File: config.mk
export PLATFORM = sky130hd
export DESIGN_NAME = adder_share_arbiter_flat
export DESIGN_NICKNAME = d
export VERILOG_FILES = /design/src/rtl/adder_share_arbiter_pkg.sv /design/src/rtl/adder_share_arbiter_if.sv /design/src/rtl/adder_share_arbiter_rr_arbiter.sv /design/src/rtl/adder_share_arbiter.sv /design/src/flat_wrapper.sv
export SDC_FILE = /design/constraint.sdc
export NUM_CORES = 1
export LEC_CHECK = 0
export ABC_AREA = 1
export CAP_MARGIN = 40
export CORE_AREA = 2 2 140 142
export CTS_BUF_LIST = sky130_fd_sc_hd__clkbuf_4 sky130_fd_sc_hd__clkbuf_8
export DETAILED_ROUTE_END_ITERATION = 6
export DIE_AREA = 0 0 142 144
export HOLD_SLACK_MARGIN = 0.1
export PLACE_DENSITY_LB_ADDON = 0.3
export SETUP_SLACK_MARGIN = 0.3
export SLEW_MARGIN = 0
export SYNTH_ARGS = -nofsm -noshare
export SYNTH_HDL_FRONTEND = slang
export SYNTH_SLANG_ARGS = --single-unit
File: constraint.sdc
create_clock -name clk -period 8.97 [get_ports clk]
set_clock_uncertainty 0.1 [all_clocks]
set_input_delay 2.2425 -clock clk [delete_from_list [all_inputs] [get_ports clk]]
set_output_delay 2.2425 -clock clk [all_outputs]
set_load 0.03 [all_outputs]
File: src/rtl/adder_share_arbiter_pkg.sv
// Shared types and constants for the adder-sharing scheduler slice.
package adder_share_arbiter_pkg;

  typedef enum logic [1:0] {
    IDLE  = 2'd0,
    RUN   = 2'd1,
    DRAIN = 2'd2
  } state_e;

  localparam int unsigned OPERAND_W       = 8;
  localparam int unsigned NUM_OPERANDS    = 8;
  localparam int unsigned RESULT_W        = 11;
  localparam int unsigned DEFAULT_ADD_LAT = 5;
  localparam int unsigned SET_W           = OPERAND_W * NUM_OPERANDS;

endpackage

File: src/rtl/adder_share_arbiter_if.sv
// Requester, adder and response bus shared by the scheduler and its neighbours.
interface adder_share_arbiter_if #(
  parameter int unsigned NUM_REQ = 4,
  parameter int unsigned ID_W    = $clog2(NUM_REQ)
);
  import adder_share_arbiter_pkg::*;

  logic [NUM_REQ-1:0]       req_valid;
  logic [NUM_REQ-1:0]       req_ready;
  logic [NUM_REQ*SET_W-1:0] req_operands;
  logic [SET_W-1:0]         add_operands;
  logic                     add_valid;
  logic [RESULT_W-1:0]      add_result;
  logic                     add_valid_out;
  logic [NUM_REQ-1:0]       rsp_valid;
  logic [ID_W-1:0]          rsp_id;
  logic [RESULT_W-1:0]      rsp_result;

  // master: requesters plus adder; slave: the scheduler
  modport master (
    output req_valid, req_operands, add_result, add_valid_out,
    input  req_ready, add_operands, add_valid, rsp_valid, rsp_id, rsp_result
  );

  modport slave (
    input  req_valid, req_operands, add_result, add_valid_out,
    output req_ready, add_operands, add_valid, rsp_valid, rsp_id, rsp_result
  );

endinterface

File: src/rtl/adder_share_arbiter_rr_arbiter.sv
// Combinational round-robin picker: first set request at or above ptr, with wrap.
module rr_arbiter #(
  parameter int unsigned N = 4
) (
  input  logic [N-1:0]         req,
  input  logic [$clog2(N)-1:0] ptr,
  output logic [N-1:0]         grant,
  output logic [$clog2(N)-1:0] grant_id
);

  localparam int unsigned IW = $clog2(N);

  logic          found;
  logic [IW-1:0] idx;

  always_comb begin
    grant    = '0;
    grant_id = '0;
    found    = 1'b0;
    idx      = '0;
    for (int unsigned i = 0; i < N; i++) begin
      idx = IW'((32'(ptr) + i) % N);
      if (!found && req[idx]) begin
        found      = 1'b1;
        grant[idx] = 1'b1;
        grant_id   = idx;
      end
    end
  end

endmodule

File: src/rtl/adder_share_arbiter.sv
// Shares one fixed-latency pipelined adder among NUM_REQ requesters and routes
// each result back to its issuer via a tag pipeline matched to the adder latency.
module adder_share_arbiter
  import adder_share_arbiter_pkg::*;
#(
  parameter int unsigned NUM_REQ = 4,
  parameter int unsigned ADD_LAT = DEFAULT_ADD_LAT,
  parameter int unsigned ID_W    = $clog2(NUM_REQ)
) (
  input  logic                  clk,
  input  logic                  rst_n,
  input  logic                  enable,
  adder_share_arbiter_if.slave  bus,
  output logic                  idle,
  output logic                  err
);

  localparam int unsigned CNT_W = $clog2(ADD_LAT + 2);

  state_e              state_q, state_d;
  logic [ID_W-1:0]     ptr_q, ptr_d;
  logic [CNT_W-1:0]    cnt_q, cnt_d;
  logic [NUM_REQ-1:0]  grant;
  logic [ID_W-1:0]     grant_id;
  logic [SET_W-1:0]    grant_ops;
  logic                hs;

  logic [SET_W-1:0]    add_operands_q;
  logic                add_valid_q;
  logic [ID_W-1:0]     add_id_q;

  logic [ADD_LAT-1:0]  tag_vld_q;
  logic [ID_W-1:0]     tag_id_q [ADD_LAT];
  logic                tail_vld;
  logic [ID_W-1:0]     tail_id;
  logic                rsp_load;
  logic [NUM_REQ-1:0]  rsp_onehot;

  logic [NUM_REQ-1:0]  rsp_valid_q;
  logic [ID_W-1:0]     rsp_id_q;
  logic [RESULT_W-1:0] rsp_result_q;
  logic                err_q;

  rr_arbiter #(.N(NUM_REQ)) u_arb (
    .req      (bus.req_valid),
    .ptr      (ptr_q),
    .grant    (grant),
    .grant_id (grant_id)
  );

  assign bus.req_ready = (state_q == RUN) ? grant : '0;
  assign hs            = |(bus.req_valid & bus.req_ready);
  assign grant_ops     = bus.req_operands[grant_id*SET_W +: SET_W];

  assign tail_vld   = tag_vld_q[ADD_LAT-1];
  assign tail_id    = tag_id_q[ADD_LAT-1];
  assign rsp_load   = bus.add_valid_out & tail_vld;
  assign rsp_onehot = NUM_REQ'(1) << tail_id;

  always_comb begin
    ptr_d = (grant_id == ID_W'(NUM_REQ - 1)) ? '0 : grant_id + 1'b1;

    unique case ({hs, rsp_load})
      2'b10:   cnt_d = cnt_q + 1'b1;
      2'b01:   cnt_d = cnt_q - 1'b1;
      default: cnt_d = cnt_q;
    endcase

    state_d = state_q;
    unique case (state_q)
      IDLE:    if (enable) state_d = RUN;
      RUN:     if (!enable) state_d = DRAIN;
      // re-enable wins over completing the drain
      DRAIN:   if (enable) state_d = RUN;
               else if (cnt_q == '0) state_d = IDLE;
      default: state_d = IDLE;
    endcase
  end

  always_ff @(posedge clk) begin
    if (!rst_n) begin
      state_q        <= IDLE;
      ptr_q          <= '0;
      cnt_q          <= '0;
      add_valid_q    <= 1'b0;
      add_operands_q <= '0;
      add_id_q       <= '0;
      tag_vld_q      <= '0;
      for (int unsigned i = 0; i < ADD_LAT; i++) tag_id_q[i] <= '0;
      rsp_valid_q    <= '0;
      rsp_id_q       <= '0;
      rsp_result_q   <= '0;
      err_q          <= 1'b0;
    end else begin
      state_q     <= state_d;
      cnt_q       <= cnt_d;
      add_valid_q <= hs;
      if (hs) begin
        ptr_q          <= ptr_d;
        add_operands_q <= grant_ops;
        add_id_q       <= grant_id;
      end

      // Tag entry i pairs with adder stage i; the tail lines up with add_valid_out
      tag_vld_q   <= {tag_vld_q[ADD_LAT-2:0], add_valid_q};
      tag_id_q[0] <= add_id_q;
      for (int unsigned i = 1; i < ADD_LAT; i++) tag_id_q[i] <= tag_id_q[i-1];

      rsp_valid_q <= rsp_load ? rsp_onehot : '0;
      if (rsp_load) begin
        rsp_id_q     <= tail_id;
        rsp_result_q <= bus.add_result;
      end
      if (bus.add_valid_out != tail_vld) err_q <= 1'b1;
    end
  end

  assign bus.add_operands = add_operands_q;
  assign bus.add_valid    = add_valid_q;
  assign bus.rsp_valid    = rsp_valid_q;
  assign bus.rsp_id       = rsp_id_q;
  assign bus.rsp_result   = rsp_result_q;
  assign idle             = (state_q == IDLE) && (cnt_q == '0);
  assign err              = err_q;

endmodule

File: src/flat_wrapper.sv
// flat-port wrapper written by rule: the top's interface ports become plain ports
module adder_share_arbiter_flat import adder_share_arbiter_pkg::*;
#(
  parameter int unsigned NUM_REQ = 4,
  parameter int unsigned ADD_LAT = DEFAULT_ADD_LAT,
  parameter int unsigned ID_W    = $clog2(NUM_REQ)
)
  (clk, rst_n, enable, idle, err, bus_req_valid, bus_req_operands, bus_add_result, bus_add_valid_out, bus_req_ready, bus_add_operands, bus_add_valid, bus_rsp_valid, bus_rsp_id, bus_rsp_result);
  adder_share_arbiter_if #(.NUM_REQ(NUM_REQ), .ID_W(ID_W)) bus_i ();
  input  logic clk;
  input  logic rst_n;
  input  logic enable;
  output logic idle;
  output logic err;
  input wire logic [$bits(bus_i.req_valid)-1:0] bus_req_valid;
  input wire logic [$bits(bus_i.req_operands)-1:0] bus_req_operands;
  input wire logic [$bits(bus_i.add_result)-1:0] bus_add_result;
  input wire logic [$bits(bus_i.add_valid_out)-1:0] bus_add_valid_out;
  output wire logic [$bits(bus_i.req_ready)-1:0] bus_req_ready;
  output wire logic [$bits(bus_i.add_operands)-1:0] bus_add_operands;
  output wire logic [$bits(bus_i.add_valid)-1:0] bus_add_valid;
  output wire logic [$bits(bus_i.rsp_valid)-1:0] bus_rsp_valid;
  output wire logic [$bits(bus_i.rsp_id)-1:0] bus_rsp_id;
  output wire logic [$bits(bus_i.rsp_result)-1:0] bus_rsp_result;
  assign bus_i.req_valid = bus_req_valid;
  assign bus_i.req_operands = bus_req_operands;
  assign bus_i.add_result = bus_add_result;
  assign bus_i.add_valid_out = bus_add_valid_out;
  assign bus_req_ready = bus_i.req_ready;
  assign bus_add_operands = bus_i.add_operands;
  assign bus_add_valid = bus_i.add_valid;
  assign bus_rsp_valid = bus_i.rsp_valid;
  assign bus_rsp_id = bus_i.rsp_id;
  assign bus_rsp_result = bus_i.rsp_result;
  adder_share_arbiter #(.NUM_REQ(NUM_REQ), .ADD_LAT(ADD_LAT), .ID_W(ID_W)) u_core (.clk(clk), .rst_n(rst_n), .enable(enable), .bus(bus_i), .idle(idle), .err(err));
endmodule
==> flow_summary.toml, run 1 <==
[floorplanning]
coreArea_sq_um = 19100
die_w_microns = 142
num_rows = 51
start_util = 0.369
die_y_microns = 144
dieArea_sq_um = 20400
io_pins = 363

[timing]
final-max-slew-violation-count = 0
tns_ns = 0
setup_slack_ns = 2.29
period_minus_slack_ns = 6.68
finalHoldViolCount = 0
fin_crit_sh = 0.745
worstMarginPinSlew_ns = 0.822
slew_headroom = 0.452
hold_ws_ns = 0.317
rsz0062_at_grt = "no"
fmax_mhz = 150
setup_violations = 0

[synthesis]
synth_nets = 1575
synth_seq_cells = 107
seq_area_frac_synth = 0.304
syn-cell-area_sq_um = 7040
avgSynthCellArea_sq_um = 5.47
netlist_instances = 1288
ys_types = 29
ys_warn_count = 0

[worst_hold_path]
holdPathStages = 2
hold_path_class = "reg -> reg"
min_to = "u_core.tag_vld_q[3]"
hp-start = "u_core.tag_vld_q[2]"

[clock_network]
cts_max_level = 3
hold_buffers = 0
cts_buffers = 9
clk_pin_slew_ns = 0.12
root_buffer = "clkbuf_8"
clock_latency_ns = 0.39
cts_tree = "built"
clk_path_buf_depth = 2
cts_resized = 0
clock_sinks = 107
post-cts-setup-buffers = 0

[detailed_routing]
drc_errors = 0
drt_wl_total_mm = 23.5
detail-route-antenna-nets = 0
avgViaCountPerCell = 4.48
vias = 8247
initialDrtViolationCount = 385
post_drt_wl_per_cell_microns = 12.7
dr.pass1.iters = 5

[power]
comb_power_share = 0.748
power_switching_uw = 2250
p_int_uw = 1720
switching_share = 0.567
peakVddDrop_uv = 327
seqPwrFrac = 0.172
p_total_uw = 3970
power_density_nw_per_um2 = 364
pwr-share-clk = 0.080
power_leakage_uw = 0.00563

[global_routing]
grt_max_degree = 117
antenna_found_initial = 0
grt_first_pass_wirelength_mm = 37.0
globalRouteTotalUtil = 0.227
grt_pass1_vias = 7538
grt-ovfl-total = 0

[critical_path]
timing.rr.start = "u_core.ptr_q[0]"
cpPeakStageDelay_ns = 0.66
r2r_end = "u_core.bus.add_operands[36]"
cp.arrival_ns = 4.34
slowest_stage = "clkdlybuf4s50_1"
critPathLaunchType = "input port"
path_cells = "clkdlybuf4s50_1 -> nand2_1 -> nand3_1 -> nand2_1 -> nor2_2 -> a21oi_1 -> nand3_1 -> nand2_1 -> inv_1 -> clkdlybuf4s50_1"
rrSetupSlack_ns = 4.60
cp-end-kind = "output pin"
critPathMaxFanout = 6
worstSetupPathType = "in -> out"
worstPathRequired_ns = 6.63
r2r_cells = 17
path_common_cell = "nand2_1"

[placement]
pre_cts_slack_ns = 2.32
detailed_place_hpwl_mm = 17.4
gp_congestion = 0.905
io_buffers = 362

[final_layout]
drive_gt1_frac = 0.0231
layout_commonest_cell = "nand2_1"
mostFrequentLayoutCells = "nand2_1 (570), clkdlybuf4s50_1 (361), nor2_1 (209)"
flow.area_growth_from_synthesis_pct = 54.6
final_nets = 1886
antenna_cells = 0
fillCellCount = 1911
final_util = 0.571

[outcome]
outcome = "complete, no violations"

[job]
drv_cap = 0
power groups by stage:
stage | sequential [uW] | combinational (uW) | clock, uW
final | 684 | 2970 | 316
after global routing | 702 | 3370 | 345
after detailed placement | 695 | 2990 | 0
after global placement | 689 | 2950 | 0
after floorplan | 924 | 1980 | 0
after CTS | 685 | 3000 | 327
cell families after synthesis:
group | after synthesis | share of synthesized area
and+or+nand+nor | 820 | 0.450
buffers and inverters | 251 | 0.151
DFF | 107 | 0.304
AOI/OAI and AO/OA | 98 | 0.0725
adders and majority gates | 12 | 0.0224
how the worst max path moves through the flow:
stage	depth (start not counted)	start	end
floorplan	9	bus_req_valid[3]	bus_req_ready[0]
global placement	12	bus_req_valid[0]	bus_req_ready[0]
detailed placement	11	bus_req_valid[3]	bus_req_ready[3]
CTS	11	bus_req_valid[3]	bus_req_ready[3]
global route	11	bus_req_valid[3]	bus_req_ready[3]
finish	10	bus_req_valid[0]	bus_req_ready[3]
registers in the layout (all words and copies together) (netlist names):
register	count
u_core.bus.add_valid	1
u_core.state_q	2
u_core.err	1
u_core.ptr_q	2
u_core.tag_id_q	10
u_core.bus.rsp_result	11
u_core.add_id_q	2
u_core.cnt_q	3
u_core.bus.rsp_valid	4
u_core.bus.add_operands	64
u_core.tag_vld_q	5
u_core.bus.rsp_id	2
per-layer routing:
layer | vias to the layer above | routed length [microns] | track usage
li1 | 4394 | - | -
met1 | 3586 | 9760 | 0.267
met2 | 236 | 11800 | 0.411
met3 | 31 | 1400 | 0.0510
met4 | 0 | 531 | 0.0716
met5 | - | 0 | 0
cell usage after synthesis, drive strengths merged:
master | instances | area (sq um)
o21ai | 19 | 98.8
a21oi | 72 | 360
ha | 11 | 138
nand3 | 28 | 150
nand2 | 572 | 2160
o211ai | 1 | 7.51
clkbuf | 14 | 52.6
dfxtp | 107 | 2140
nor3 | 2 | 10.0
or2 | 1 | 6.26
o22ai | 1 | 6.26
fa | 1 | 20.0
inv | 182 | 683
nor2 | 212 | 813
buf | 55 | 327
a21boi | 5 | 37.5
nand4 | 5 | 31.3
critical path: cells and delay by family:
family / cells / cell delay (ns)
buf+inv: 3 / 1.25
simple gates: 6 / 0.73
compound gates: 1 / 0.12
stage by stage:
step | area [sq um] | std cells
after floorplan | 7040 | 1288
after global placement | 10600 | 1825
after detailed placement | 10700 | 1826
after CTS | 10900 | 1842
after global routing | 10900 | 1842
final | 10900 | 1842
cell type report:
class                           instances  area, sq um  share of cell area
Clock buffer                            9          124              0.0114
Clock inverter                          7         88.8             0.00816
Inverter                              182          683              0.0628
Multi-Input combinational cell        930         3860               0.354
Sequential cell                       107         2140               0.197
Tap cell                              238          298              0.0274
Timing Repair Buffer                  369         3690               0.339
Note: power is estimated with default switching activity, not from simulation.
==> inputs of run 2 (changes only) <==
--- a/config.mk
+++ b/config.mk
@@ -7,10 +7,10 @@
 export LEC_CHECK = 0
 export ABC_AREA = 1
 export CAP_MARGIN = 40
-export CORE_AREA = 2 2 140 142
+export CORE_MARGIN = 2
+export CORE_UTILIZATION = 37
 export CTS_BUF_LIST = sky130_fd_sc_hd__clkbuf_4 sky130_fd_sc_hd__clkbuf_8
 export DETAILED_ROUTE_END_ITERATION = 6
-export DIE_AREA = 0 0 142 144
 export HOLD_SLACK_MARGIN = 0.1
 export PLACE_DENSITY_LB_ADDON = 0.3
 export SETUP_SLACK_MARGIN = 0.3
==> constraint.sdc (replaced) <==
create_clock -name clk -period 6.05 [get_ports clk]
set_clock_uncertainty 0.1 [all_clocks]
set_input_delay 1.5125 -clock clk [delete_from_list [all_inputs] [get_ports clk]]
set_output_delay 1.5125 -clock clk [all_outputs]
set_load 0.03 [all_outputs]
==> flow_summary.toml, run 2 (same netlist as run 1, synthesis figures left out) <==
[outcome]
outcome = "complete, no violations"

[clock_network]
hold_buffers = 0
cts_resized = 0
clk_pin_slew_ns = 0.12
post-cts-setup-buffers = 0
cts_buffers = 9
cts_tree = "built"
cts_max_level = 3
clock_latency_ns = 0.39
root_buffer = "clkbuf_8"
clk_path_buf_depth = 2
clock_sinks = 107

[worst_hold_path]
holdPathStages = 2
hold_path_class = "reg -> reg"

[final_layout]
fillCellCount = 1853
drive_gt1_frac = 0.0249
layout_commonest_cell = "nand2_1"
final_util = 0.584
antenna_cells = 0
mostFrequentLayoutCells = "nand2_1 (570), clkdlybuf4s50_1 (361), nor2_1 (209)"
flow.area_growth_from_synthesis_pct = 55.2
final_nets = 1889
largest_reg_flops = 64
multiInputGateArea_sq_um = 3860
regArea_sq_um = 2140

[timing]
worstMarginPinSlew_ns = 0.901
hold_ws_ns = 0.311
rsz0062_at_grt = "no"
period_minus_slack_ns = 5.25
setup_slack_ns = 0.803
slew_headroom = 0.400
setup_violations = 0
final-max-slew-violation-count = 0
fmax_mhz = 191
tns_ns = 0
finalHoldViolCount = 0
fin_crit_sh = 0.867

[detailed_routing]
vias = 8085
detail-route-antenna-nets = 0
post_drt_wl_per_cell_microns = 12.3
avgViaCountPerCell = 4.39
dr.pass1.iters = 5
drc_errors = 0
initialDrtViolationCount = 287
drt_wl_total_mm = 22.6

[floorplanning]
coreArea_sq_um = 18700
die_w_microns = 142
dieArea_sq_um = 20100
die_y_microns = 142
start_util = 0.376
io_pins = 363
num_rows = 50

[power]
power_leakage_uw = 0.00565
power_switching_uw = 3330
comb_power_share = 0.753
power_density_nw_per_um2 = 546
p_int_uw = 2640
seqPwrFrac = 0.170
p_total_uw = 5970
pwr-share-clk = 0.077
switching_share = 0.558
peakVddDrop_uv = 647

[global_routing]
grt_max_degree = 193
grt_first_pass_wirelength_mm = 35.8
grt_pass1_vias = 7320
grt-ovfl-total = 0
globalRouteTotalUtil = 0.222
antenna_found_initial = 0

[critical_path]
cp.arrival_ns = 3.63
critPathMaxFanout = 7
r2r_cells = 18
cp-end-kind = "output pin"
worstSetupPathType = "in -> out"
worstPathRequired_ns = 4.44
critPathLaunchType = "input port"

[placement]
gp_congestion = 0.884
pre_cts_slack_ns = 0.818
detailed_place_hpwl_mm = 16.9
io_buffers = 362

[job]
drv_cap = 0
run 2: cell count changes in the layout (fill, tap and decap cells not counted), sizes merged:
| cell | change |
|---|---|
| buf | +3 |
run 2: worst paths after layout:
| kind | startpoint | end | slack, ns |
|---|---|---|---|
| max | bus_req_valid[0] | bus_req_ready[1] | 0.80 |
| min | u_core.tag_vld_q[1] | u_core.tag_vld_q[2] | 0.31 |
| min reg2reg | u_core.tag_vld_q[1] | u_core.tag_vld_q[2] | 0.31 |
| max reg2reg | u_core.ptr_q[0] | u_core.cnt_q[2] | 2.50 |
run 2: stage by stage:
| stage | cell area (sq um) | instances |
|---|---|---|
| CTS | 10900 | 1841 |
| global placement | 10700 | 1823 |
| finish | 10900 | 1841 |
| detailed placement | 10700 | 1825 |
| floorplan | 7040 | 1288 |
| global route | 10900 | 1841 |
run 2: critical path, stage by stage:
cell	delay, ns
clkdlybuf4s50_1	0.52
inv_1	0.05
nand2_1	0.09
nand2_1	0.06
nand2_1	0.05
nand2_1	0.16
nor2_1	0.20
nand2_1	0.07
nand3_1	0.13
nand2_1	0.06
inv_1	0.07
clkdlybuf4s50_1	0.66
run 2: power groups by stage:
| stage | sequential [uW] | clock, uW | combinational, uW |
|---|---|---|---|
| finish | 1010 | 463 | 4490 |
| global route | 1040 | 514 | 5090 |
| CTS | 1010 | 487 | 4540 |
| detailed placement | 1030 | 0 | 4530 |
| global placement | 1020 | 0 | 4430 |
| floorplan | 1370 | 0 | 2940 |
run 2: final cells by class:
class	count	share of cell area
flip-flops and latches	107	0.196
clock buffers	9	0.0113
repair buffers	372	0.342
multi-input cells	930	0.353
clock inverters	7	0.00790
inverters	182	0.0625
well taps	234	0.0268
run 2: layer usage:
metal,part of all wire,vias up,global-route usage
li1,-,4402,-
met1,0.41,3421,0.257
met5,0,-,0
met3,0.061,38,0.0592
met2,0.50,224,0.398
met4,0.026,0,0.0737
==> inputs of run 3 (changes only) <==
--- a/config.mk
+++ b/config.mk
@@ -7,9 +7,12 @@
 export LEC_CHECK = 0
 export ABC_AREA = 1
 export CAP_MARGIN = 40
+export CELL_PAD_IN_SITES_DETAIL_PLACEMENT = 1
+export CELL_PAD_IN_SITES_GLOBAL_PLACEMENT = 2
 export CORE_MARGIN = 2
-export CORE_UTILIZATION = 37
-export CTS_BUF_LIST = sky130_fd_sc_hd__clkbuf_4 sky130_fd_sc_hd__clkbuf_8
+export CORE_UTILIZATION = 17
+export CTS_BUF_LIST = sky130_fd_sc_hd__clkbuf_16
+export CTS_CLUSTER_SIZE = 16
 export DETAILED_ROUTE_END_ITERATION = 6
 export HOLD_SLACK_MARGIN = 0.1
 export PLACE_DENSITY_LB_ADDON = 0.3
==> flow_summary.toml, run 3 (same netlist as run 1, synthesis figures left out) <==
[timing]
worstMarginPinSlew_ns = 0.828
final-max-slew-violation-count = 0
finalHoldViolCount = 0
tns_ns = 0
fmax_mhz = 189
rsz0062_at_grt = "no"
setup_violations = 0
slew_headroom = 0.448
period_minus_slack_ns = 5.29
fin_crit_sh = 0.874

[clock_network]
clock_latency_ns = 0.36
clk_pin_slew_ns = 0.09
post-cts-setup-buffers = 0
cts_tree = "built"
clk_path_buf_depth = 2
root_buffer = "clkbuf_16"
cts_buffers = 9
cts_max_level = 3
clock_sinks = 107
hold_buffers = 0
cts_resized = 0

[global_routing]
grt_max_degree = 135
grt-ovfl-total = 0
globalRouteTotalUtil = 0.147
grt_pass1_vias = 8707
antenna_found_initial = 3
grt_first_pass_wirelength_mm = 49.8

[worst_hold_path]
hp-start = "u_core.tag_id_q[3][1]"
hold_path_class = "reg -> reg"
holdPathStages = 2
min_to = "u_core.tag_id_q[4][1]"

[detailed_routing]
route.met3.wl_mm = 2.50
initialDrtViolationCount = 253
detail-route-antenna-nets = 0
drc_errors = 0
met1Wirelength_mm = 14.3
dr.pass1.iters = 4
vias = 8301
avgViaCountPerCell = 3.88
maxUsedRoutingLayer = "met5"
drt_wl_total_mm = 32.0
post_drt_wl_per_cell_microns = 15.0
wl_met2_mm = 14.9

[critical_path]
cp-end-kind = "output pin"
critPathMaxFanout = 7
rrSetupSlack_ns = 2.44
r2r_cells = 18
cp.arrival_ns = 3.68
timing.rr.start = "u_core.ptr_q[0]"
worstPathRequired_ns = 4.44
critPathLaunchType = "input port"
worstSetupPathType = "in -> out"
r2r_end = "u_core.bus.add_operands[30]"

[final_layout]
drive_gt1_frac = 0.0255
final_nets = 1890
antenna_cells = 0
largest_reg_flops = 64
flow.area_growth_from_synthesis_pct = 62.1
fillCellCount = 5211
layout_commonest_cell = "nand2_1"
mostFrequentLayoutCells = "nand2_1 (570), clkdlybuf4s50_1 (361), nor2_1 (209)"

[placement]
gp_congestion = 0.836
detailed_place_hpwl_mm = 24.6
io_buffers = 362

[floorplanning]
die_w_microns = 208
die_y_microns = 208
start_util = 0.172
coreArea_sq_um = 40800
dieArea_sq_um = 43100
num_rows = 74
io_pins = 363

[power]
power_leakage_uw = 0.00571
power_density_nw_per_um2 = 562
p_total_uw = 6420
peakVddDrop_uv = 308

[job]
drv_cap = 0

[outcome]
outcome = "complete, no violations"
-- run 3: changes by cell type in the layout (fill, tap and decap cells not counted), sizes merged --
cell and delta:
clkinv +1, buf +1, inv -1
-- run 3: power breakdown --
| part | internal, uW | leakage (uW) | switching [uW] |
|---|---|---|---|
| Clock | 300 | 0.000152 | 344 |
| Combinational | 1550 | 0.00469 | 3200 |
| Sequential | 907 | 0.000871 | 117 |
| Total | 2760 | 0.00571 | 3660 |
-- run 3: worst max path at each step --
stage / startpoint / end / slack [ns] / depth (start not counted)
final: bus_req_valid[0] / bus_req_ready[1] / 0.76 / 12
after global routing: bus_req_valid[0] / bus_req_ready[1] / 0.59 / 12
after CTS: bus_req_valid[1] / bus_req_ready[0] / 0.78 / 12
after detailed placement: bus_req_valid[1] / bus_req_ready[0] / 0.80 / 12
after global placement: bus_req_valid[0] / bus_req_ready[0] / 0.83 / 12
after floorplan: bus_req_valid[3] / bus_req_ready[0] / 2.02 / 9
-- run 3: worst max-delay path: stages --
cell and delay (ns):
clkdlybuf4s50_1 0.51, inv_1 0.05, nand2_1 0.11, nand2_1 0.07, nand2_1 0.06, nand2_1 0.16, nor2_1 0.20, nand2_1 0.07
nand3_1 0.14, nand2_1 0.07, inv_1 0.07, clkdlybuf4s50_1 0.66
-- run 3: layout make-up --
type	instances	area (sq um)	area share
clock buffers	9	225	0.0197
clock inverters	7	88.8	0.00778
inverters	182	683	0.0598
multi-input cells	930	3860	0.338
flip-flops and latches	107	2140	0.188
well taps	532	666	0.0583
repair buffers	373	3750	0.329
-- run 3: routing by layer --
layer | GRT usage | vias up
li1 | - | 4406
met1 | 0.180 | 3671
met2 | 0.252 | 198
met3 | 0.0489 | 20
met4 | 0.0271 | 6
met5 | 0 | -
-- run 3: metrics by stage --
stage / setup slack (ns) / cell area (sq um) / utilization / instances / hold slack [ns]
after floorplan: 2.02 / 7040 / - / 1288 / 0.290
after global placement: 0.831 / 11100 / 0.272 / 2124 / 0.293
after detailed placement: 0.796 / 11100 / 0.272 / 2124 / 0.301
after CTS: 0.782 / 11400 / 0.280 / 2140 / 0.322
after global routing: 0.586 / 11400 / 0.280 / 2140 / 0.348
final: 0.761 / 11400 / 0.280 / 2140 / 0.318
